### src/rtl/cordic_pkg.sv
// Shared constants, operand vector type and ID-width helper for the CORDIC issue scheduler.
package cordic_pkg;

  localparam int unsigned CORDIC_DATA_W = 32;
  // One pipeline stage per iteration, so this is also the default datapath latency.
  localparam int unsigned CORDIC_ITERS  = 10;

  typedef struct packed {
    logic [CORDIC_DATA_W-1:0] x;
    logic [CORDIC_DATA_W-1:0] y;
    logic [CORDIC_DATA_W-1:0] z;
  } cordic_vec_t;

  // Width of a requester index; never narrower than one bit.
  function automatic int unsigned cordic_id_w(input int unsigned n);
    return (n > 1) ? $clog2(n) : 1;
  endfunction

endpackage

### src/rtl/cordic_rr_arbiter.sv
// Round-robin arbiter: one-hot grant among valid requesters, search starting after the last
// winner. The pointer advances only when a grant is actually issued.
module cordic_rr_arbiter
  import cordic_pkg::*;
#(
  parameter int unsigned NUM_REQ = 4,
  localparam int unsigned ID_W = cordic_id_w(NUM_REQ)
) (
  input  logic               clk,
  input  logic               rst,
  input  logic [NUM_REQ-1:0] req,
  input  logic               en,
  output logic [NUM_REQ-1:0] gnt,
  output logic [ID_W-1:0]    gnt_id,
  output logic               gnt_any
);

  logic [ID_W-1:0] last_q;

  // Scan from last+1 so the most recent winner has the lowest priority next time.
  always_comb begin
    gnt     = '0;
    gnt_id  = '0;
    gnt_any = 1'b0;
    for (int unsigned k = 1; k <= NUM_REQ; k++) begin
      int unsigned idx;
      idx = 32'(last_q) + k;
      if (idx >= NUM_REQ) idx = idx - NUM_REQ;
      if (en && !gnt_any && req[idx]) begin
        gnt[idx] = 1'b1;
        gnt_id   = ID_W'(idx);
        gnt_any  = 1'b1;
      end
    end
  end

  // Pointer register; reset to the top index so requester 0 wins first.
  always_ff @(posedge clk) begin
    if (rst) begin
      last_q <= ID_W'(NUM_REQ - 1);
    end else if (gnt_any) begin
      last_q <= gnt_id;
    end
  end

endmodule

### src/rtl/cordic_scheduler.sv
// Shares one non-stallable, fully pipelined CORDIC datapath among NUM_REQ requesters.
// Operands are issued round-robin, one per cycle, and results return in issue order through a
// result FIFO. Issue is throttled by credits so the FIFO can never overflow.
// Optional feature: define CORDIC_SCHED_PERF_EN to add the perf_issued/perf_stall counters.
module cordic_scheduler
  import cordic_pkg::*;
#(
  parameter int unsigned NUM_REQ    = 4,
  parameter int unsigned DATA_W     = CORDIC_DATA_W,
  parameter int unsigned PIPE_LAT   = CORDIC_ITERS,
  parameter int unsigned FIFO_DEPTH = 16,
  localparam int unsigned ID_W      = cordic_id_w(NUM_REQ)
) (
  input  logic                      clk,
  input  logic                      rst,
  // Requester side
  input  logic [NUM_REQ-1:0]        req_valid,
  output logic [NUM_REQ-1:0]        req_ready,
  input  logic [NUM_REQ*DATA_W-1:0] req_x,
  input  logic [NUM_REQ*DATA_W-1:0] req_y,
  input  logic [NUM_REQ*DATA_W-1:0] req_z,
  // Datapath side
  output logic [DATA_W-1:0]         pipe_x,
  output logic [DATA_W-1:0]         pipe_y,
  output logic [DATA_W-1:0]         pipe_z,
  input  logic [DATA_W-1:0]         pipe_xn,
  input  logic [DATA_W-1:0]         pipe_yn,
  input  logic [DATA_W-1:0]         pipe_zn,
  // Result channel
  output logic                      res_valid,
  input  logic                      res_ready,
  output logic [DATA_W-1:0]         res_x,
  output logic [DATA_W-1:0]         res_y,
  output logic [DATA_W-1:0]         res_z,
  output logic [ID_W-1:0]           res_id
`ifdef CORDIC_SCHED_PERF_EN
  ,
  output logic [31:0]               perf_issued,
  output logic [31:0]               perf_stall
`endif
);

  localparam int unsigned CNT_W = $clog2(FIFO_DEPTH + 1);
  localparam int unsigned PTR_W = (FIFO_DEPTH > 1) ? $clog2(FIFO_DEPTH) : 1;
  localparam int unsigned ENT_W = 3 * DATA_W + ID_W;

  // ---------------------------------------------------------------------------
  // Credits and arbitration
  // ---------------------------------------------------------------------------
  logic [CNT_W-1:0]   outst_q, outst_d;
  logic               issue_ok;
  logic               accept;
  logic               pop;
  logic [NUM_REQ-1:0] gnt;
  logic [ID_W-1:0]    gnt_id;

  assign issue_ok = (outst_q < CNT_W'(FIFO_DEPTH));

  cordic_rr_arbiter #(
    .NUM_REQ (NUM_REQ)
  ) u_arb (
    .clk     (clk),
    .rst     (rst),
    .req     (req_valid),
    .en      (issue_ok & ~rst),
    .gnt     (gnt),
    .gnt_id  (gnt_id),
    .gnt_any (accept)
  );

  assign req_ready = gnt;

  // Credit counter: accepted operations not yet popped from the result FIFO.
  always_comb begin
    outst_d = outst_q;
    case ({accept, pop})
      2'b10:   outst_d = outst_q + CNT_W'(1);
      2'b01:   outst_d = outst_q - CNT_W'(1);
      default: outst_d = outst_q;
    endcase
  end

  // Credit register.
  always_ff @(posedge clk) begin
    if (rst) begin
      outst_q <= '0;
    end else begin
      outst_q <= outst_d;
    end
  end

  // ---------------------------------------------------------------------------
  // Issue register
  // ---------------------------------------------------------------------------
  logic [DATA_W-1:0] sel_x, sel_y, sel_z;
  logic              iss_valid_q;
  logic [ID_W-1:0]   iss_id_q;
  logic [DATA_W-1:0] iss_x_q, iss_y_q, iss_z_q;

  // Operand mux for the granted requester.
  always_comb begin
    sel_x = req_x[32'(gnt_id) * DATA_W +: DATA_W];
    sel_y = req_y[32'(gnt_id) * DATA_W +: DATA_W];
    sel_z = req_z[32'(gnt_id) * DATA_W +: DATA_W];
  end

  // Operands hold when idle so the datapath inputs only move on an issue.
  always_ff @(posedge clk) begin
    if (rst) begin
      iss_valid_q <= 1'b0;
      iss_id_q    <= '0;
      iss_x_q     <= '0;
      iss_y_q     <= '0;
      iss_z_q     <= '0;
    end else begin
      iss_valid_q <= accept;
      if (accept) begin
        iss_id_q <= gnt_id;
        iss_x_q  <= sel_x;
        iss_y_q  <= sel_y;
        iss_z_q  <= sel_z;
      end
    end
  end

  assign pipe_x = iss_x_q;
  assign pipe_y = iss_y_q;
  assign pipe_z = iss_z_q;

  // ---------------------------------------------------------------------------
  // Tag pipe, aligned with the datapath stages
  // ---------------------------------------------------------------------------
  logic [PIPE_LAT-1:0] tag_v_q;
  logic [ID_W-1:0]     tag_id_q [PIPE_LAT];

  // Valid bits are reset so garbage left in the datapath after a reset is never captured.
  always_ff @(posedge clk) begin
    if (rst) begin
      tag_v_q <= '0;
    end else begin
      tag_v_q[0] <= iss_valid_q;
      for (int unsigned i = 1; i < PIPE_LAT; i++) begin
        tag_v_q[i] <= tag_v_q[i-1];
      end
    end
  end

  // ID payload shifts freely; it is only meaningful where the matching valid bit is set.
  always_ff @(posedge clk) begin
    tag_id_q[0] <= iss_id_q;
    for (int unsigned i = 1; i < PIPE_LAT; i++) begin
      tag_id_q[i] <= tag_id_q[i-1];
    end
  end

  // ---------------------------------------------------------------------------
  // Result FIFO
  // ---------------------------------------------------------------------------
  logic [ENT_W-1:0] mem_q [FIFO_DEPTH];
  logic [PTR_W-1:0] wr_ptr_q, rd_ptr_q;
  logic [CNT_W-1:0] fcnt_q;
  logic             fifo_we;
  logic             fifo_empty;
  logic             fifo_full;
  logic [ENT_W-1:0] wdata;
  logic [ENT_W-1:0] head;

  function automatic logic [PTR_W-1:0] ptr_inc(input logic [PTR_W-1:0] p);
    return (p == PTR_W'(FIFO_DEPTH - 1)) ? '0 : p + PTR_W'(1);
  endfunction

  assign fifo_we    = tag_v_q[PIPE_LAT-1];
  assign wdata      = {pipe_xn, pipe_yn, pipe_zn, tag_id_q[PIPE_LAT-1]};
  assign fifo_empty = (fcnt_q == '0);
  assign fifo_full  = (fcnt_q == CNT_W'(FIFO_DEPTH));
  assign res_valid  = ~fifo_empty;
  assign pop        = res_valid & res_ready;
  assign head       = mem_q[rd_ptr_q];

  // Pointers and occupancy; simultaneous read and write leave the count unchanged.
  always_ff @(posedge clk) begin
    if (rst) begin
      wr_ptr_q <= '0;
      rd_ptr_q <= '0;
      fcnt_q   <= '0;
    end else begin
      if (fifo_we) wr_ptr_q <= ptr_inc(wr_ptr_q);
      if (pop)     rd_ptr_q <= ptr_inc(rd_ptr_q);
      case ({fifo_we, pop})
        2'b10:   fcnt_q <= fcnt_q + CNT_W'(1);
        2'b01:   fcnt_q <= fcnt_q - CNT_W'(1);
        default: fcnt_q <= fcnt_q;
      endcase
    end
  end

  // Storage array, no reset so it can map onto plain RAM.
  always_ff @(posedge clk) begin
    if (fifo_we) begin
      mem_q[wr_ptr_q] <= wdata;
    end
  end

  // Head entry drives the result; forced to zero while empty so stale storage never shows.
  always_comb begin
    res_x  = '0;
    res_y  = '0;
    res_z  = '0;
    res_id = '0;
    if (!fifo_empty) begin
      {res_x, res_y, res_z, res_id} = head;
    end
  end

  // Credits bound the in-flight count, so a write into a full FIFO means the throttle is broken.
  always_ff @(posedge clk) begin
    if (!rst) begin
      assert (!(fifo_we && fifo_full));
    end
  end

`ifdef CORDIC_SCHED_PERF_EN
  // ---------------------------------------------------------------------------
  // Saturating performance counters
  // ---------------------------------------------------------------------------
  logic [31:0] perf_issued_q, perf_stall_q;
  logic        stall;

  assign stall = (|req_valid) & ~issue_ok;

  // Count accepts and credit-blocked cycles, sticking at all-ones.
  always_ff @(posedge clk) begin
    if (rst) begin
      perf_issued_q <= '0;
      perf_stall_q  <= '0;
    end else begin
      if (accept && (perf_issued_q != '1)) perf_issued_q <= perf_issued_q + 32'd1;
      if (stall && (perf_stall_q != '1))   perf_stall_q  <= perf_stall_q + 32'd1;
    end
  end

  assign perf_issued = perf_issued_q;
  assign perf_stall  = perf_stall_q;
`endif

endmodule

### config.mk
export PLATFORM = sky130hd
export DESIGN_NAME = cordic_scheduler
export DESIGN_NICKNAME = d
export VERILOG_FILES = /design/src/rtl/cordic_pkg.sv /design/src/rtl/cordic_rr_arbiter.sv /design/src/rtl/cordic_scheduler.sv
export SDC_FILE = /design/constraint.sdc
export NUM_CORES = 2
export LEC_CHECK = 0
export CAP_MARGIN = 15
export CELL_PAD_IN_SITES_DETAIL_PLACEMENT = 1
export CELL_PAD_IN_SITES_GLOBAL_PLACEMENT = 1
export CORE_ASPECT_RATIO = 1.4
export CORE_UTILIZATION = 35
export DETAILED_ROUTE_END_ITERATION = 7
export DONT_BUFFER_PORTS = 1
export PLACE_DENSITY = 0.6
export SYNTH_ARGS = -nofsm -noshare
export SYNTH_HDL_FRONTEND = slang
export SYNTH_SLANG_ARGS = --single-unit
### constraint.sdc
create_clock -name clk -period 5 [get_ports clk]
set_input_delay 1 -clock clk [delete_from_list [all_inputs] [get_ports clk]]
set_output_delay 1 -clock clk [all_outputs]
set_load 0.02 [all_outputs]
Word-level counts from Yosys, hierarchy flattened
Memory sizes are Yosys's and may differ from the RTL's. A register that Yosys moved wholly into a read port is not among the register bits. Index checks and enable logic that the tools add are counted.

Add/sub/neg operators: 14. Magnitude comparators: 13. Eq/ne operators: 6. Shifts and indexed selects: 3. Muxes and demuxes: 44. Bitwise logic cells: 7. Reductions and logical operators: 17.

Operators by type and width (count): $shiftx 128x8->32 (3); $mux 32 (7); $ge 32x1->1 const B (4); $ge 32x3->1 const B (4); $lt 32x3->1 const B (4); $sub 32x3->32 const B (4); $mux 4 (8); $pmux 5 s2 (2); $mux 1 (14); $or 4x4->4 (3); $logic_and 1x1->1 (11); $add 5x1->5 const B (2); $mux 2 (5); $sub 5x1->5 const B (2); $add 4x1->4 const B (2); $bmux 1 s2 (4); $demux 1 s2 (4); $eq 4x4->1 const B (2); $add 2x2->3 const B (2); $logic_not 5->1 (1); $lt 5x5->1 const B (1); $add 2x3->4 const B (1); $eq 2x1->1 const B (2); $eq 2x2->1 const B (2); other kinds (5) (10).

Bits in registers: 129. RAM bits: 1588. Input bits: 487. Output and inout port bits: 199. Memories kept: 2.

Memories: mem_q (words 16, bits a word 98, rd ports 1, clocked after memory_dff 1, write ports 1, RTL line cordic_scheduler.sv:159) `logic [ENT_W-1:0] mem_q [FIFO_DEPTH];`; tag_id_q (words 10, bits a word 2, rd ports 10, clocked after memory_dff 0, write ports 10, RTL line cordic_scheduler.sv:134) `logic [ID_W-1:0] tag_id_q [PIPE_LAT];`.

Depth between registers and ports, before layout
Depth after elaboration: 21. Mapped depth: 16. Depth with buffers taken out: 13.

Modules after synthesis
From an unflattened synthesis, not the netlist that was laid out.

Cell total of the unflattened synthesis: 3125. Area total of the unflattened synthesis: 67638.6 sq um.

Modules (own cells, without submodules): cordic_scheduler (instances 1, cells each 3052, area each 67026.8 sq um); cordic_rr_arbiter (instances 1, cells each 73, area each 611.8 sq um).

Least setup slack after synthesis
No wires, ideal clock.

Kind: input-to-reg. Start point: input port rst. End point: register outst_q[4]. Setup time: 128 ps. Arrival time: 3957 ps. Data required time: 4872 ps. Slack: 915 ps. Stages on the path: 16. Cell sequence: clkbuf_1 > or2_2 > clkbuf_8 > a21oi_1 > inv_2 > clkbuf_8 > ha_1 > clkbuf_1 > xor2_1 > ha_1 > o21a_1 > o221a_2 > or3_1 > a21oi_1 > xnor2_1 > nor2_1.

Word-level cells in the longest chain between the ends: 18. Elaborated cells between the ends (all ways): 20.

Ends and longest elaborated chain: start, declared (RTL line cordic_scheduler.sv:15) `input logic rst,`; $not 1->1 (RTL line cordic_scheduler.sv:65) `.en (issue_ok & ~rst),`; $and 1x1->1 (RTL line cordic_scheduler.sv:65); $logic_and 1x1->1 (RTL line cordic_rr_arbiter.sv:29) `if (en && !gnt_any && req[idx]) begin`; $mux 1 (RTL line cordic_rr_arbiter.sv:29); $logic_not 1->1 (RTL line cordic_rr_arbiter.sv:29); $logic_and 1x1->1 (2 in a row) (RTL line cordic_rr_arbiter.sv:29); $mux 1 (RTL line cordic_rr_arbiter.sv:29); $logic_not 1->1 (RTL line cordic_rr_arbiter.sv:29); $logic_and 1x1->1 (2 in a row) (RTL line cordic_rr_arbiter.sv:29); $mux 1 (RTL line cordic_rr_arbiter.sv:29); $logic_not 1->1 (RTL line cordic_rr_arbiter.sv:29); $logic_and 1x1->1 (2 in a row) (RTL line cordic_rr_arbiter.sv:29); $mux 1 (RTL line cordic_rr_arbiter.sv:29); $eq 2x1->1 or $eq 2x2->1 (tied branches) (RTL line cordic_scheduler.sv:76) `case ({accept, pop})`; $pmux 5 s2 or $reduce_bool 2->1 (tied branches); end signal, assigned (RTL line cordic_scheduler.sv:88) `outst_q <= outst_d;`; end, declared (RTL line cordic_scheduler.sv:50) `logic [CNT_W-1:0] outst_q, outst_d;`.

Several ways; a longest one is shown, not always the timed one. A chain may end at the register's enable or synchronous reset.

Worst setup path after layout
Start point: register u_arb.last_q[1]. End point: output port req_ready[3].

Word-level cells in the longest chain between the ends: 19. Elaborated cells between the ends (all ways): 64.

Ends and longest elaborated chain: start, declared (RTL line cordic_rr_arbiter.sv:18) `logic [ID_W-1:0] last_q;`; start signal, assigned (RTL line cordic_rr_arbiter.sv:40) `last_q <= ID_W'(NUM_REQ - 1);`; start signal, assigned (RTL line cordic_rr_arbiter.sv:42) `last_q <= gnt_id;`; branches (longest 18 deep; another with $sub 32x3->32); $mux 4 (*) (RTL line cordic_rr_arbiter.sv:29); end, declared (RTL line cordic_scheduler.sv:18) `output logic [NUM_REQ-1:0] req_ready,`.

Every way passes the cells marked *. The select of a mux whose other input is x is not followed.

==> flow_metrics.tcl <==
set metrics [dict create \
    status "complete, no violations" \
    io_buffers 0 \
    die_w_um 376 \
    hold_viol_final 0 \
    io_pins 686 \
    drc_errors 0 \
    nNetsFinal 3755 \
    antenna_found_initial 21 \
    synth_edf_count 1568 \
    synth_nets 3701 \
    clock-sinks 1721 \
    final_util_pct 39.9 \
    ys_ff_latch 1721 \
    ant_nets 0 \
    tightest_slew_ns 1.13 \
    critPathMaxFanout 9 \
    rows 191 \
    synth.area.mux_share_pct 18.5 \
    drv_cap 0 \
    synthXorXnorAreaFrac_pct 0.128 \
    finalWorstSetupSlack_ns 0.465 \
    routedWlPerCell_um 31.5 \
    synth_top_family_by_area "multiplexers" \
    rsz0062_at_grt "false" \
    crit_required_ns 4.00 \
    drt-initial-drc-count 2543 \
    postCtsSetupBuffers 0 \
    synthArstFlopShare_pct 0 \
    clock_latency_ns 0.82 \
    hold_buffers 0 \
    finalPower_mw 30.3 \
    gr-total-overflow 0 \
    area_growth_pct 13.0 \
    final.min_clock_period_ns 4.53 \
    setup_viol 0 \
    grt_pass1_wl_um 270000 \
    hold_path.class "in -> reg" \
    crit_chain "inv_1, ha_1, mux2i_1, mux2_2, and2_1, a22oi_1, o21ai_0" \
    power-per-cell-area_mw_per_mm2 391 \
    final_common_cell "edfxtp_1" \
    synth_simple_gate_area_share_pct 2.91 \
    start_util_pct 35.3 \
    yosysUniqueCellTypes 58 \
    critical_path_class "reg -> out" \
    relSlewSlack_pct 24.1 \
    synth-compound-area-share_pct 2.95 \
    p_leak_nw 23.4 \
    die_h_um 525 \
    netlist_area_sq_mm 0.0685 \
    power_frac_clock_pct 42.8 \
    numCtsBuffers 172 \
    power_frac_seq_pct 54.0 \
    slew_viol_final 0 \
    cts_root_buf "clkbuf_16" \
    routabilityCongestion 0.965 \
    syn_area_per_cell_sq_um 21.4 \
    synth_fa_ha_area_share_pct 0.413 \
    fin_crit_sh_pct 90.7 \
    num_vias 32600 \
    hpwlAfterDp_um 109000 \
    cts-resized-gates 0 \
    grt_usage_pct 19.2 \
    grt_start_max_net_pins 92 \
    skew_ns 0.0497 \
    cp-end-kind "output pin" \
    crit_path_max_incr_delay_ns 0.58 \
    worst_ep_arrival_time_ns 3.53 \
    wl_um 189000 \
    htree_levels 4 \
    mostFrequentLayoutCells "edfxtp_1, mux4_2, clkbuf_16" \
    yosys_warnings 0 \
    die_area_sq_mm 0.197 \
    cp-start-kind "register" \
    power.switching_mw 6.68 \
    first_pass_iters 8 \
    synthFlopType "edfxtp_1" \
    grt_pass1_vias 36000 \
    synth-seq-area-share_pct 73.3 \
    drive_gt1_share_pct 27.1 \
    max_freq_mhz 221 \
    combinationalPowerShare_pct 3.3 \
    clk_pin_slew_ns 0.07 \
    cts_tree "done" \
    syn_inst 3192 \
    vdd_drop_max_v 0.000318 \
    cp_slowest_cell "dfxtp_1" \
    fin_setup_tns_ns 0 \
    core_area_sq_mm 0.194 \
    p_int_mw 23.6 \
    cts.path.max_buffers 3 \
    place_ws_ns 1.04 \
    via_per_inst 5.43 \
    switching_share_pct 22.1 \
]
[cell families (layout without fill, tap and decap cells)]
| family | count (synthesis) | after routing |
|---|---|---|
| AO/OA/AOI/OAI | 231 | 231 |
| XOR/XNOR | 10 | 10 |
| adder cells (fa/ha/maj) | 22 | 22 |
| buffers and inverters | 227 | 413 |
| flip-flops | 1721 | 1721 |
| multiplexers | 652 | 652 |
| other | 0 | 24 |
| AND/OR/NAND/NOR | 329 | 329 |
[state kept, by name, summed over array words and instances (netlist names), named ones only]
register      count
outst_q           5
fcnt_q            5
wr_ptr_q          4
rd_ptr_q          4
pipe_z           32
iss_id_q          2
pipe_y           32
tag_v_q          10
iss_valid_q       1
mem_q          1568
u_arb.last_q      2
tag_id_q         20
pipe_x           32
[final cells by class]
class	count	area [sq um]
Tap cell	2605	3260
Clock buffer	205	4490
Timing Repair Buffer	94	1110
Multi-Input combinational cell	1244	17100
Antenna cell	24	60.1
Inverter	13	48.8
Clock inverter	101	1120
Sequential cell	1721	50200
Fill cell	18300	116000
[path summary, 6_finish.rpt]
path,depth (start not counted),slack (ns),start,end
min reg2reg,0,0.30,tag_id_q[4][1],tag_id_q[5][1]
min,0,0.27,pipe_yn[12],mem_q[14][46]
max,7,0.47,u_arb.last_q[1],req_ready[3]
max reg2reg,10,1.04,u_arb.last_q[1],pipe_y[14]
[worst max-delay path: cells and delay by family (launching register included)]
family / cells / cell delay (ns)
compound gates: 2 / 0.63
fa+ha+maj: 1 / 0.46
buf+inv: 1 / 0.25
flops: 1 / 0.58
mux: 2 / 0.58
simple gates: 1 / 0.22
[power groups by stage]
stage / combinational [mW] / sequential, mW / clock, mW
2_1_floorplan: 0.843 / 16.5 / 0
5_1_grt: 1.06 / 16.4 / 13.8
6_report: 0.985 / 16.3 / 13.0
3_3_place_gp: 0.971 / 16.7 / 0
4_1_cts: 0.984 / 16.4 / 13.3
3_5_place_dp: 0.983 / 16.7 / 0
[per-stage QoR]
| stage | cell area (sq um) | hold WS, ns | std cells |
|---|---|---|---|
| after floorplan | 68500 | 0.310 | 3192 |
| after global placement | 71700 | 0.313 | 5677 |
| after detailed placement | 71700 | 0.313 | 5677 |
| after CTS | 77300 | 0.178 | 5983 |
| after global routing | 77400 | 0.206 | 6004 |
| final | 77400 | 0.266 | 6007 |
[Yosys cell counts, types with 9 or more instances]
| library cell | instances | area share (%) |
|---|---|---|
| dfxtp_1 | 153 | 4.5 |
| nor2b_1 | 12 | 0.11 |
| o221ai_1 | 39 | 0.50 |
| clkbuf_8 | 19 | 0.38 |
| nand2_1 | 51 | 0.28 |
| a311oi_1 | 41 | 0.52 |
| edfxtp_1 | 1568 | 69 |
| clkbuf_1 | 142 | 0.78 |
| mux4_2 | 490 | 16 |
| or2b_2 | 50 | 0.64 |
| nor2_1 | 27 | 0.15 |
| and2_1 | 116 | 1.1 |
| buf_1 | 31 | 0.17 |
| a22o_1 | 39 | 0.50 |
| a222oi_1 | 57 | 0.83 |
| and3_1 | 41 | 0.37 |
| a21oi_1 | 22 | 0.16 |
| ha_1 | 21 | 0.38 |
| inv_1 | 12 | 0.066 |
| o21ai_0 | 9 | 0.066 |
| mux2i_1 | 160 | 2.3 |
[routing by layer]
metal  vias to the layer above  wire (um)  global-route usage (%)
met2                      1012      96400                    32.7
met5                         -          0                       0
met3                       263      14800                    6.16
li1                      13600          -                       -
met1                     17700      72000                    22.5
met4                         0       6140                    7.05
(Power assumes the default switching activity.)
